File: src/rtl/coin_input_conditioner.sv
// coin_input_conditioner
//
// Turns raw, bouncy vending-machine coin/button lines into clean one-cycle
// fifty/dollar/cancel pulses for the downstream vending FSM. Each channel is
// synchronised (2 flops), debounced by a 4-state FSM, and edge-qualified.
// A fixed-priority registered arbiter (cancel > dollar > fifty) guarantees
// at most one output pulse per cycle.
//
// Optional feature macro: COIN_TALLY_EN
//   defined     : credit_units_o tallies credit in 50c units (+1 fifty,
//                 +2 dollar, saturating at 255, cleared by cancel).
//   not defined : credit_units_o is tied to zero and no tally is built.
//
// Parameters:
//   DEBOUNCE_CYCLES  consecutive stable synchronised samples needed to accept
//                    a press or a release (1..255).
// Ports:
//   clk_i           system clock, rising edge
//   rst_i           synchronous active-high reset
//   fifty_btn_i     raw 50c sensor (asynchronous)
//   dollar_btn_i    raw $1 sensor (asynchronous)
//   cancel_btn_i    raw cancel button (asynchronous)
//   accept_en_i     when low, qualified presses are consumed without a pulse
//   fifty_o         one-cycle pulse per accepted 50c event
//   dollar_o        one-cycle pulse per accepted $1 event
//   cancel_o        one-cycle pulse per accepted cancel event
//   credit_units_o  running credit in 50c units (zero without COIN_TALLY_EN)

module coin_input_conditioner #(
    parameter int DEBOUNCE_CYCLES = 4
) (
    input  logic       clk_i,
    input  logic       rst_i,
    input  logic       fifty_btn_i,
    input  logic       dollar_btn_i,
    input  logic       cancel_btn_i,
    input  logic       accept_en_i,
    output logic       fifty_o,
    output logic       dollar_o,
    output logic       cancel_o,
    output logic [7:0] credit_units_o
);

    localparam int CW = $clog2(DEBOUNCE_CYCLES + 1);
    // Counter value at which the next matching sample completes qualification.
    localparam logic [CW-1:0] DEB_LAST = CW'(DEBOUNCE_CYCLES - 1);
    localparam logic [CW-1:0] CNT_ONE  = CW'(1);

    typedef enum logic [1:0] {
        ST_IDLE      = 2'd0,
        ST_DEB_PRESS = 2'd1,
        ST_HELD      = 2'd2,
        ST_DEB_REL   = 2'd3
    } deb_state_e;

    // Channel index: 0 = fifty, 1 = dollar, 2 = cancel (also priority order).
    logic [2:0] btn_s;
    logic [2:0] sync1_q;
    logic [2:0] sync2_q;
    logic [2:0] req_s;
    logic       fifty_q;
    logic       dollar_q;
    logic       cancel_q;

    assign btn_s = {cancel_btn_i, dollar_btn_i, fifty_btn_i};

    // Two-flop synchronisers for the asynchronous raw lines.
    always_ff @(posedge clk_i) begin
        if (rst_i) begin
            sync1_q <= 3'b000;
            sync2_q <= 3'b000;
        end else begin
            sync1_q <= btn_s;
            sync2_q <= sync1_q;
        end
    end

    for (genvar ch = 0; ch < 3; ch++) begin : g_chan
        deb_state_e    state_q;
        logic [CW-1:0] cnt_q;
        logic          req_q;

        assign req_s[ch] = req_q;

        // Debounce FSM: req_q pulses once when a press has been qualified.
        // With DEBOUNCE_CYCLES == 1 the first matching sample completes
        // qualification, so the DEB_* states are skipped.
        always_ff @(posedge clk_i) begin
            if (rst_i) begin
                state_q <= ST_IDLE;
                cnt_q   <= '0;
                req_q   <= 1'b0;
            end else begin
                req_q <= 1'b0;
                case (state_q)
                    ST_IDLE: begin
                        if (sync2_q[ch]) begin
                            if (DEBOUNCE_CYCLES == 1) begin
                                state_q <= ST_HELD;
                                cnt_q   <= '0;
                                req_q   <= 1'b1;
                            end else begin
                                state_q <= ST_DEB_PRESS;
                                cnt_q   <= CNT_ONE;
                            end
                        end else begin
                            cnt_q <= '0;
                        end
                    end
                    ST_DEB_PRESS: begin
                        if (!sync2_q[ch]) begin
                            state_q <= ST_IDLE;
                            cnt_q   <= '0;
                        end else if (cnt_q == DEB_LAST) begin
                            state_q <= ST_HELD;
                            cnt_q   <= '0;
                            req_q   <= 1'b1;
                        end else begin
                            cnt_q <= cnt_q + CNT_ONE;
                        end
                    end
                    ST_HELD: begin
                        if (sync2_q[ch]) begin
                            cnt_q <= '0;
                        end else if (DEBOUNCE_CYCLES == 1) begin
                            state_q <= ST_IDLE;
                            cnt_q   <= '0;
                        end else begin
                            state_q <= ST_DEB_REL;
                            cnt_q   <= CNT_ONE;
                        end
                    end
                    ST_DEB_REL: begin
                        if (sync2_q[ch]) begin
                            state_q <= ST_HELD;
                            cnt_q   <= '0;
                        end else if (cnt_q == DEB_LAST) begin
                            state_q <= ST_IDLE;
                            cnt_q   <= '0;
                        end else begin
                            cnt_q <= cnt_q + CNT_ONE;
                        end
                    end
                    default: begin
                        state_q <= ST_IDLE;
                        cnt_q   <= '0;
                    end
                endcase
            end
        end
    end

    // Registered fixed-priority arbiter; losing or inhibited requests are dropped.
    always_ff @(posedge clk_i) begin
        if (rst_i) begin
            fifty_q  <= 1'b0;
            dollar_q <= 1'b0;
            cancel_q <= 1'b0;
        end else begin
            cancel_q <= accept_en_i & req_s[2];
            dollar_q <= accept_en_i & req_s[1] & ~req_s[2];
            fifty_q  <= accept_en_i & req_s[0] & ~req_s[1] & ~req_s[2];
        end
    end

    assign fifty_o  = fifty_q;
    assign dollar_o = dollar_q;
    assign cancel_o = cancel_q;

`ifdef COIN_TALLY_EN
    logic [7:0] credit_q;
    logic [7:0] credit_d;

    // Saturating credit tally; outputs are one-hot so at most one term applies.
    always_comb begin
        credit_d = credit_q;
        if (cancel_q) begin
            credit_d = 8'd0;
        end else if (dollar_q) begin
            credit_d = (credit_q >= 8'd254) ? 8'd255 : credit_q + 8'd2;
        end else if (fifty_q) begin
            credit_d = (credit_q == 8'd255) ? 8'd255 : credit_q + 8'd1;
        end else begin
            credit_d = credit_q;
        end
    end

    // Credit register, updated on the edge after the pulse cycle.
    always_ff @(posedge clk_i) begin
        if (rst_i) begin
            credit_q <= 8'd0;
        end else begin
            credit_q <= credit_d;
        end
    end

    assign credit_units_o = credit_q;
`else
    assign credit_units_o = 8'd0;
`endif

endmodule

File: config.mk
export PLATFORM = sky130hd
export DESIGN_NAME = coin_input_conditioner
export DESIGN_NICKNAME = d
export VERILOG_FILES = /design/src/rtl/coin_input_conditioner.sv
export SDC_FILE = /design/constraint.sdc
export NUM_CORES = 1
export LEC_CHECK = 0
export BUFFER_PORTS_ARGS = -buffer_cell sky130_fd_sc_hd__buf_4
export CORE_ASPECT_RATIO = 1.75
export CORE_UTILIZATION = 40
export DETAILED_ROUTE_END_ITERATION = 6
export GPL_ROUTABILITY_DRIVEN = 1
export PLACE_DENSITY = 0.65
export SYNTH_ARGS = -nofsm -noshare
export SYNTH_HDL_FRONTEND = slang
export SYNTH_SLANG_ARGS = --single-unit
File: constraint.sdc
create_clock -name clk_i -period 1 [get_ports clk_i]
set_input_delay 0.15 -clock clk_i [delete_from_list [all_inputs] [get_ports clk_i]]
set_output_delay 0.15 -clock clk_i [all_outputs]
set_load 0.02 [all_outputs]
# Word level (Yosys, flattened, before mapping)
# Index checks and enable logic that the tools add are counted.
[word_totals]
wordCells = 106
inputBits = 6
out_inout_bits = 11
ff_bits = 27
[op_classes]
addsub = 3
eq_ne = 24
n_mux = 42
n_reduce_logical = 9
bitwise = 14
[op_table]
columns = ["cell", "count"]
rows = [
  ["2-bit 2-to-1 mux", 18],
  ["3-bit case mux with 4 select lines", 3],
  ["3-bit 2-to-1 mux", 9],
  ["2-bit case mux with 4 select lines", 3],
  ["3-bit inequality test (second input constant)", 6],
  ["2-bit == test (second input constant)", 6],
  ["2-bit inequality test (second input constant)", 6],
  ["4-bit AND reduction", 3],
  ["3-bit by 1-bit adder with 3-bit output (second input constant)", 3],
  ["3-bit by 2-bit == test with 1-bit output (second input constant)", 3],
  ["1-bit 2-to-1 mux", 9],
  ["3-bit OR reduction", 3],
  ["1-bit inverter", 8],
  ["1-bit AND", 6],
  ["2-bit by 1-bit == test with 1-bit output (second input constant)", 3],
  ["2-bit zero test", 3],
]

# Depth between registers and ports, before layout
# Gate-level depths: netlist of run 1.
[depth]
word_depth = 4
depth_mapped = 3
depth_no_buf = 3

# Worst setup path before layout of run 1
# OpenSTA, ideal clock, no wires.
[synth_path]
path_type = "reg-to-reg"
start = "register g_chan[2].cnt_q[0]"
end = "register g_chan[2].cnt_q[0]"
t_arrival_ps = 977
setup_slack_ps = -80
setup_time_ps = 103
path_stages_with_launch = 4
path_cell_list = "dfxtp_1 -> ha_1 -> and3b_1 -> a2111oi_2"
[synth_via]
elab_chain_cells = 4
word_cells_on_any_way = 6
cone_classes = "add/sub (1); eq/ne (1); mux (4)"
[synth_lines]
columns = ["item", "line_no", "source"]
rows = [
  ["start: declaration", "80", "logic [CW-1:0] cnt_q;"],
  ["start signal: assignment", "119", "cnt_q <= cnt_q + CNT_ONE;"],
  ["start signal: assignment", "141", "cnt_q <= cnt_q + CNT_ONE;"],
  ["3-bit by 1-bit adder with 3-bit output or 3-bit by 2-bit == test with 1-bit output (tied branches)", "-", ""],
  ["3-bit 2-to-1 mux *", "114, 137", ""],
  ["3-bit 2-to-1 mux (on tied branches)", "134, 111", ""],
  ["3-bit case mux with 4 select lines *", "95", "case (state_q)"],
]
# Mark *: on every way between the ends. The rest lies on a longest branch, timed or not.
# A chain may end at the register's enable or synchronous reset.

# Worst setup path in the final report of run 1
# Same ends and word-level chain as after synthesis.

==> results.yml, run 1 <==
placement:
  place_area_sq_um: 1124
  globalplace.congestion: 0.6070
  port_buffers: 8
  dpl_worst_slack_ps: -53.75
  dp_hpwl_microns: 1045
die:
  boundaryPins: 17
  die_x_microns: 40.33
  dieArea_sq_um: 2786
  start_util_pct: 41.77
  die_y_microns: 69.08
  rows: 24
  core_sq_um: 2462
pwr:
  power_density_nw_per_um2: 1451
  power_leakage_nw: 0.4519
  max-vdd-ir-drop_uv: 1069
layout:
  drive_above_1_share_pct: 33.33
  area_growth_pct: 20.80
  diodes: 0
  final_cell_area_sq_um: 1242
  layout.nets: 115
worst_setup_path:
  critPathTopFamily: "flip-flops"
  worstSetupPathType: "reg2reg"
  worstPathCellList: "ha_4, and3b_2, a2111oi_4"
  worstPathMaxFanout: 4
  worst_ep_arrival_time_ps: 1200
  worst-path-buf-inv: 0
  max_stage_delay_ps: 340
  critPathLaunchType: "flip-flop"
  endpoint_kind: "flip-flop"
  worst_path_max_delay_cell: "dfxtp_2"
  crit_required_ps: 1160
route:
  routed_wl_microns: 1497
  via_per_inst: 4.817
  drc: 0
  num_vias: 631
  ant_nets: 0
  drt-wirelength-per-cell_microns: 11.43
  drtIter0Drc: 12
  drtPass1Iterations: 4
timing:
  rsz0062_at_grt: "yes"
  setup_viol: 2
  max_freq_mhz: 962.8
  fin_crit_sh_pct: 103.9
  worst_slack_ps: -38.63
  fin_crit_ps: 1039
  hold_viol_final: 0
  drv_slew: 0
  clock_skew_ps: 4.798
job:
  maxCapViolCount: 0
cts:
  cts_hold_buf: 0
  clkTransAtPathRegs_ps: 90
  post_cts.repair.setup_buffers: 0
  numCtsBuffers: 3
  cts_num_sinks: 27
  htreeDepth: 1
  cts_tree: "done"
  ctsRootBufferMaster: "clkbuf_8"
  clkLatencyLatePin_ps: 260
  cts_max_path_buffers: 2
grt:
  grt_antenna_before_repair: 0
  overflow: 0
  grt_max_degree: 16
  grt_pass1_wl_microns: 2415
  first_global_vias: 601
  grtUsageTotal_pct: 12.00
worst_hold_path:
  hold_class: "in2reg"
synthesis:
  synth_seq_cells: 27
  synth_cells: 91
  avgSynthCellArea_sq_um: 11.30
  synth.distinct_cells: 24
  synth_warnings: 0
  synth_area_sq_um: 1028
  synth_seq_area_share_pct: 52.55
status:
  status: "finished with violations"
  violations: "setup timing"
## metal layers
layer | track usage (%) | part of all wire, %
met5 | 0 | 0
met4 | 5.556 | 1.5
met3 | 2.894 | 2.3
met2 | 18.17 | 52
met1 | 15.27 | 45
## final cells by class
class / instances / area [sq um]
clock inverter: 1 / 5.005
fill: 248 / 1220
timing repair buffer: 13 / 97.59
sequential: 27 / 545.5
tap: 26 / 32.53
inverter: 2 / 7.507
clock buffer: 3 / 41.29
multi-input combinational: 59 / 513.0
## cells by family after synthesis
logic type	after synthesis	synth area share, %
XOR/XNOR	3	2.555
other	1	0.3646
AND/OR/NAND/NOR	38	26.03
AO/OA/AOI/OAI	4	4.502
adder cells (fa/ha/maj)	3	3.650
flip-flops	27	52.55
multiplexers	3	2.920
buffers and inverters	12	7.421
## power breakdown
group          total (mW)  switching [mW]  leakage [nW]  internal, mW
combinational       0.104          0.0602         0.205        0.0435
sequential           1.10          0.0119         0.221          1.09
clock               0.595           0.317        0.0255         0.278
total                1.80           0.389         0.452          1.41
## worst reg2reg max path, delay by kind of cell, from the launching register on
family	cells	cell delay [ps]
adders and majority gates	1	160
and+or+nand+nor	1	240
AOI/OAI and AO/OA	1	190
DFF	1	340
## per-stage QoR
| step | total power [mW] | TNS [ps] | hold slack, ps | util (%) | cells |
|---|---|---|---|---|---|
| detailed placement | 1.225 | -114.2 | 367.3 | 45.63 | 127 |
| finish | 1.803 | -57.28 | 86.42 | 50.46 | 131 |
| global route | 1.878 | -354.9 | 109.9 | 50.46 | 131 |
| floorplan | 1.216 | 0 | 278.2 | - | 98 |
| global placement | 1.222 | 0 | 361.5 | 45.63 | 127 |
| CTS | 1.819 | -57.45 | 88.10 | 49.29 | 131 |
## cells in the final DEF, fill, tap and decap left out, types with 3 or more instances in the layout
| cell type | Yosys | layout |
|---|---|---|
| buf_4 | 8 | 13 |
| nor4b_2 | 2 | 4 |
| nand2b_1 | 8 | 8 |
| dfxtp_2 | 0 | 4 |
| conb_1 | 1 | 8 |
| mux2i_1 | 3 | 3 |
| nor3_1 | 5 | 4 |
| clkbuf_8 | 0 | 3 |
| nor2b_1 | 8 | 7 |
| dfxtp_1 | 27 | 23 |
## path summary, 6_finish.rpt
kind,start,cells past startpoint,end,slack (ps)
hold / removal,fifty_btn_i,2,sync1_q[0],90
setup / recovery,g_chan[2].cnt_q[0],3,g_chan[2].cnt_q[0],-40
hold reg to reg,g_chan[1].req_q,1,fifty_o,430
setup reg to reg,g_chan[2].cnt_q[0],3,g_chan[2].cnt_q[0],-40
## Yosys cell counts, drive strengths merged
library cell | count | area share, %
dfxtp | 27 | 53
buf | 10 | 6.7
nand2b | 8 | 4.9
nor2b | 8 | 4.9
nor4b | 6 | 6.3
nor3 | 5 | 2.4
ha | 3 | 3.7
mux2i | 3 | 2.9
xnor2 | 3 | 2.6
a2111oi | 2 | 2.9
and3b | 2 | 1.7
inv | 2 | 0.73
nand3b | 2 | 1.5
nor2 | 2 | 0.73
or2b | 2 | 1.5
a211oi | 1 | 0.73
a311oi | 1 | 0.85
conb | 1 | 0.36
nand2 | 1 | 0.36
nand4bb | 1 | 1.1
nor3b | 1 | 0.73
## repair_timing
action,CTS,global route
hold endpoints to repair,0,0
resized for setup,7,6
pin swaps,3,1
endpoints found under the setup margin,6,8
(Power assumes the default switching activity.)
==> inputs of run 2 (changes only) <==
--- a/config.mk
+++ b/config.mk
@@ -10,7 +10,7 @@
 export CORE_UTILIZATION = 40
 export DETAILED_ROUTE_END_ITERATION = 6
 export GPL_ROUTABILITY_DRIVEN = 1
-export PLACE_DENSITY = 0.65
+export PLACE_DENSITY = 0.63
 export SYNTH_ARGS = -nofsm -noshare
 export SYNTH_HDL_FRONTEND = slang
 export SYNTH_SLANG_ARGS = --single-unit
==> constraint.sdc (replaced) <==
create_clock -name clk_i -period 1.2 [get_ports clk_i]
set_input_delay 0.18 -clock clk_i [delete_from_list [all_inputs] [get_ports clk_i]]
set_output_delay 0.18 -clock clk_i [all_outputs]
set_load 0.02 [all_outputs]
==> run 2 against run 1 <==
The run now ends clean. Register-to-register slack improved by 90 ps. Die area did not move. Sequential share of layout area rose by 3.6 points. Utilization fell by 4.2 points. Non-clock buffer count fell by 4. Count of clock-buffer cells in the layout rose by 1. Hold slack improved by 41 ps. Fmax fell by 9.2%.
==> results.yml, run 2 (synthesized netlist as in run 1, its figures left out) <==
status:
  status: "completed"
worst_setup_path:
  cp-startpoint: "g_chan[2].cnt_q[0]"
  worst_ep_arrival_time_ps: 1310
  worstSetupPathType: "reg2reg"
  worstPathMaxFanout: 4
  rrSetupSlack_ps: 60
  r2r-start: "g_chan[2].cnt_q[0]"
  endpoint_kind: "flip-flop"
  crit_required_ps: 1360
  critPathLaunchType: "flip-flop"
route:
  drt-wirelength-per-cell_microns: 10.65
  ant_nets: 0
  drtPass1Iterations: 4
  num_vias: 627
  drc: 0
  drtIter0Drc: 12
  via_per_inst: 4.937
  routed_wl_microns: 1352
cts:
  htreeDepth: 1
  cts_max_path_buffers: 2
  cts_num_sinks: 27
  clkTransAtPathRegs_ps: 80
  clkLatencyLatePin_ps: 260
  numCtsBuffers: 3
  cts_tree: "done"
  cts_hold_buf: 0
  ctsRootBufferMaster: "clkbuf_8"
  post_cts.repair.setup_buffers: 0
die:
  core_sq_um: 2462
  rows: 24
  boundaryPins: 17
  start_util_pct: 41.77
  die_y_microns: 69.08
  die_x_microns: 40.33
  dieArea_sq_um: 2786
pwr:
  totalPowerFinal_mw: 1.483
  max-vdd-ir-drop_uv: 721.5
  power_density_nw_per_um2: 1302
  power_leakage_nw: 0.4190
layout:
  diodes: 0
  mostFrequentLayoutCells: "dfxtp_1, buf_4, nand2b_1, nor2b_1, conb_1"
  area_growth_pct: 10.71
  fillCellCount: 259
  layout_commonest_cell: "dfxtp_1"
  drive_above_1_share_pct: 19.80
  layout.nets: 111
  instances_no_fill: 127
grt:
  overflow: 0
  grt_max_degree: 16
  grt_antenna_before_repair: 0
  grt_pass1_wl_microns: 2256
  first_global_vias: 590
  grtUsageTotal_pct: 11.08
timing:
  drv_slew: 0
  hold_viol_final: 0
  rsz0062_at_grt: "no"
  worst_slack_ps: 56.25
  fin_crit_ps: 1144
  clock_skew_ps: 1.835
  tns_ps: 0
  fin_crit_sh_pct: 95.31
  max_freq_mhz: 874.3
  setup_viol: 0
job:
  maxCapViolCount: 0
placement:
  port_buffers: 8
  numPlacedInstances: 123
  dp_hpwl_microns: 1033
  dpl_worst_slack_ps: 47.87
  globalplace.congestion: 0.6497
worst_hold_path:
  holdCritStartpoint: "fifty_btn_i"
  hold_class: "in2reg"
## run 2: path summary, 6_finish.rpt
check                       end  cells after the start
max          g_chan[2].cnt_q[0]                      3
min                  sync1_q[0]                      2
max reg2reg  g_chan[2].cnt_q[0]                      3
min reg2reg             fifty_o                      1
## run 2: routing by layer
layer,vias to the layer above,wire length [microns],GRT usage [%]
met5,-,0,0
met4,0,21,6.667
met3,2,51,1.929
met2,11,721,17.11
met1,301,558,13.31
li1,313,-,-
## run 2: critical path, cell delays in order (launching register included)
cell and delay, ps:
dfxtp_1 340, ha_2 210, and3b_2 230, a2111oi_2 270
## run 2: metrics by stage
step / utilization [%] / hold slack (ps) / instance area [sq um]
after floorplan: - / 308.2 / 1055
after CTS: 45.93 / 123.4 / 1131
after global placement: 44.11 / 391.4 / 1086
final: 46.24 / 127.2 / 1139
after global routing: 46.24 / 137.6 / 1139
after detailed placement: 44.11 / 402.0 / 1086
## run 2: what timing repair did
item | 4_1_cts | 5_1_grt
gates resized for setup | 0 | 4
setup endpoints to repair | 0 | 2
hold endpoints to repair | 0 | 0
## run 2: area by class of cell
class	count	area, sq um	area share, %
multi-input cells	59	445.4	39.12
well taps	26	32.53	2.857
clock buffers	4	45.04	3.956
repair buffers	9	67.56	5.934
inverters	2	7.507	0.6593
flip-flops and latches	27	540.5	47.47
## run 2: power by group
| part | internal (mW) | leakage [nW] | switching (mW) |
|---|---|---|---|
| Combinational | 0.0288 | 0.177 | 0.0462 |
| Sequential | 0.910 | 0.219 | 0.00842 |
| Clock | 0.237 | 0.0228 | 0.253 |
| Total | 1.18 | 0.419 | 0.307 |
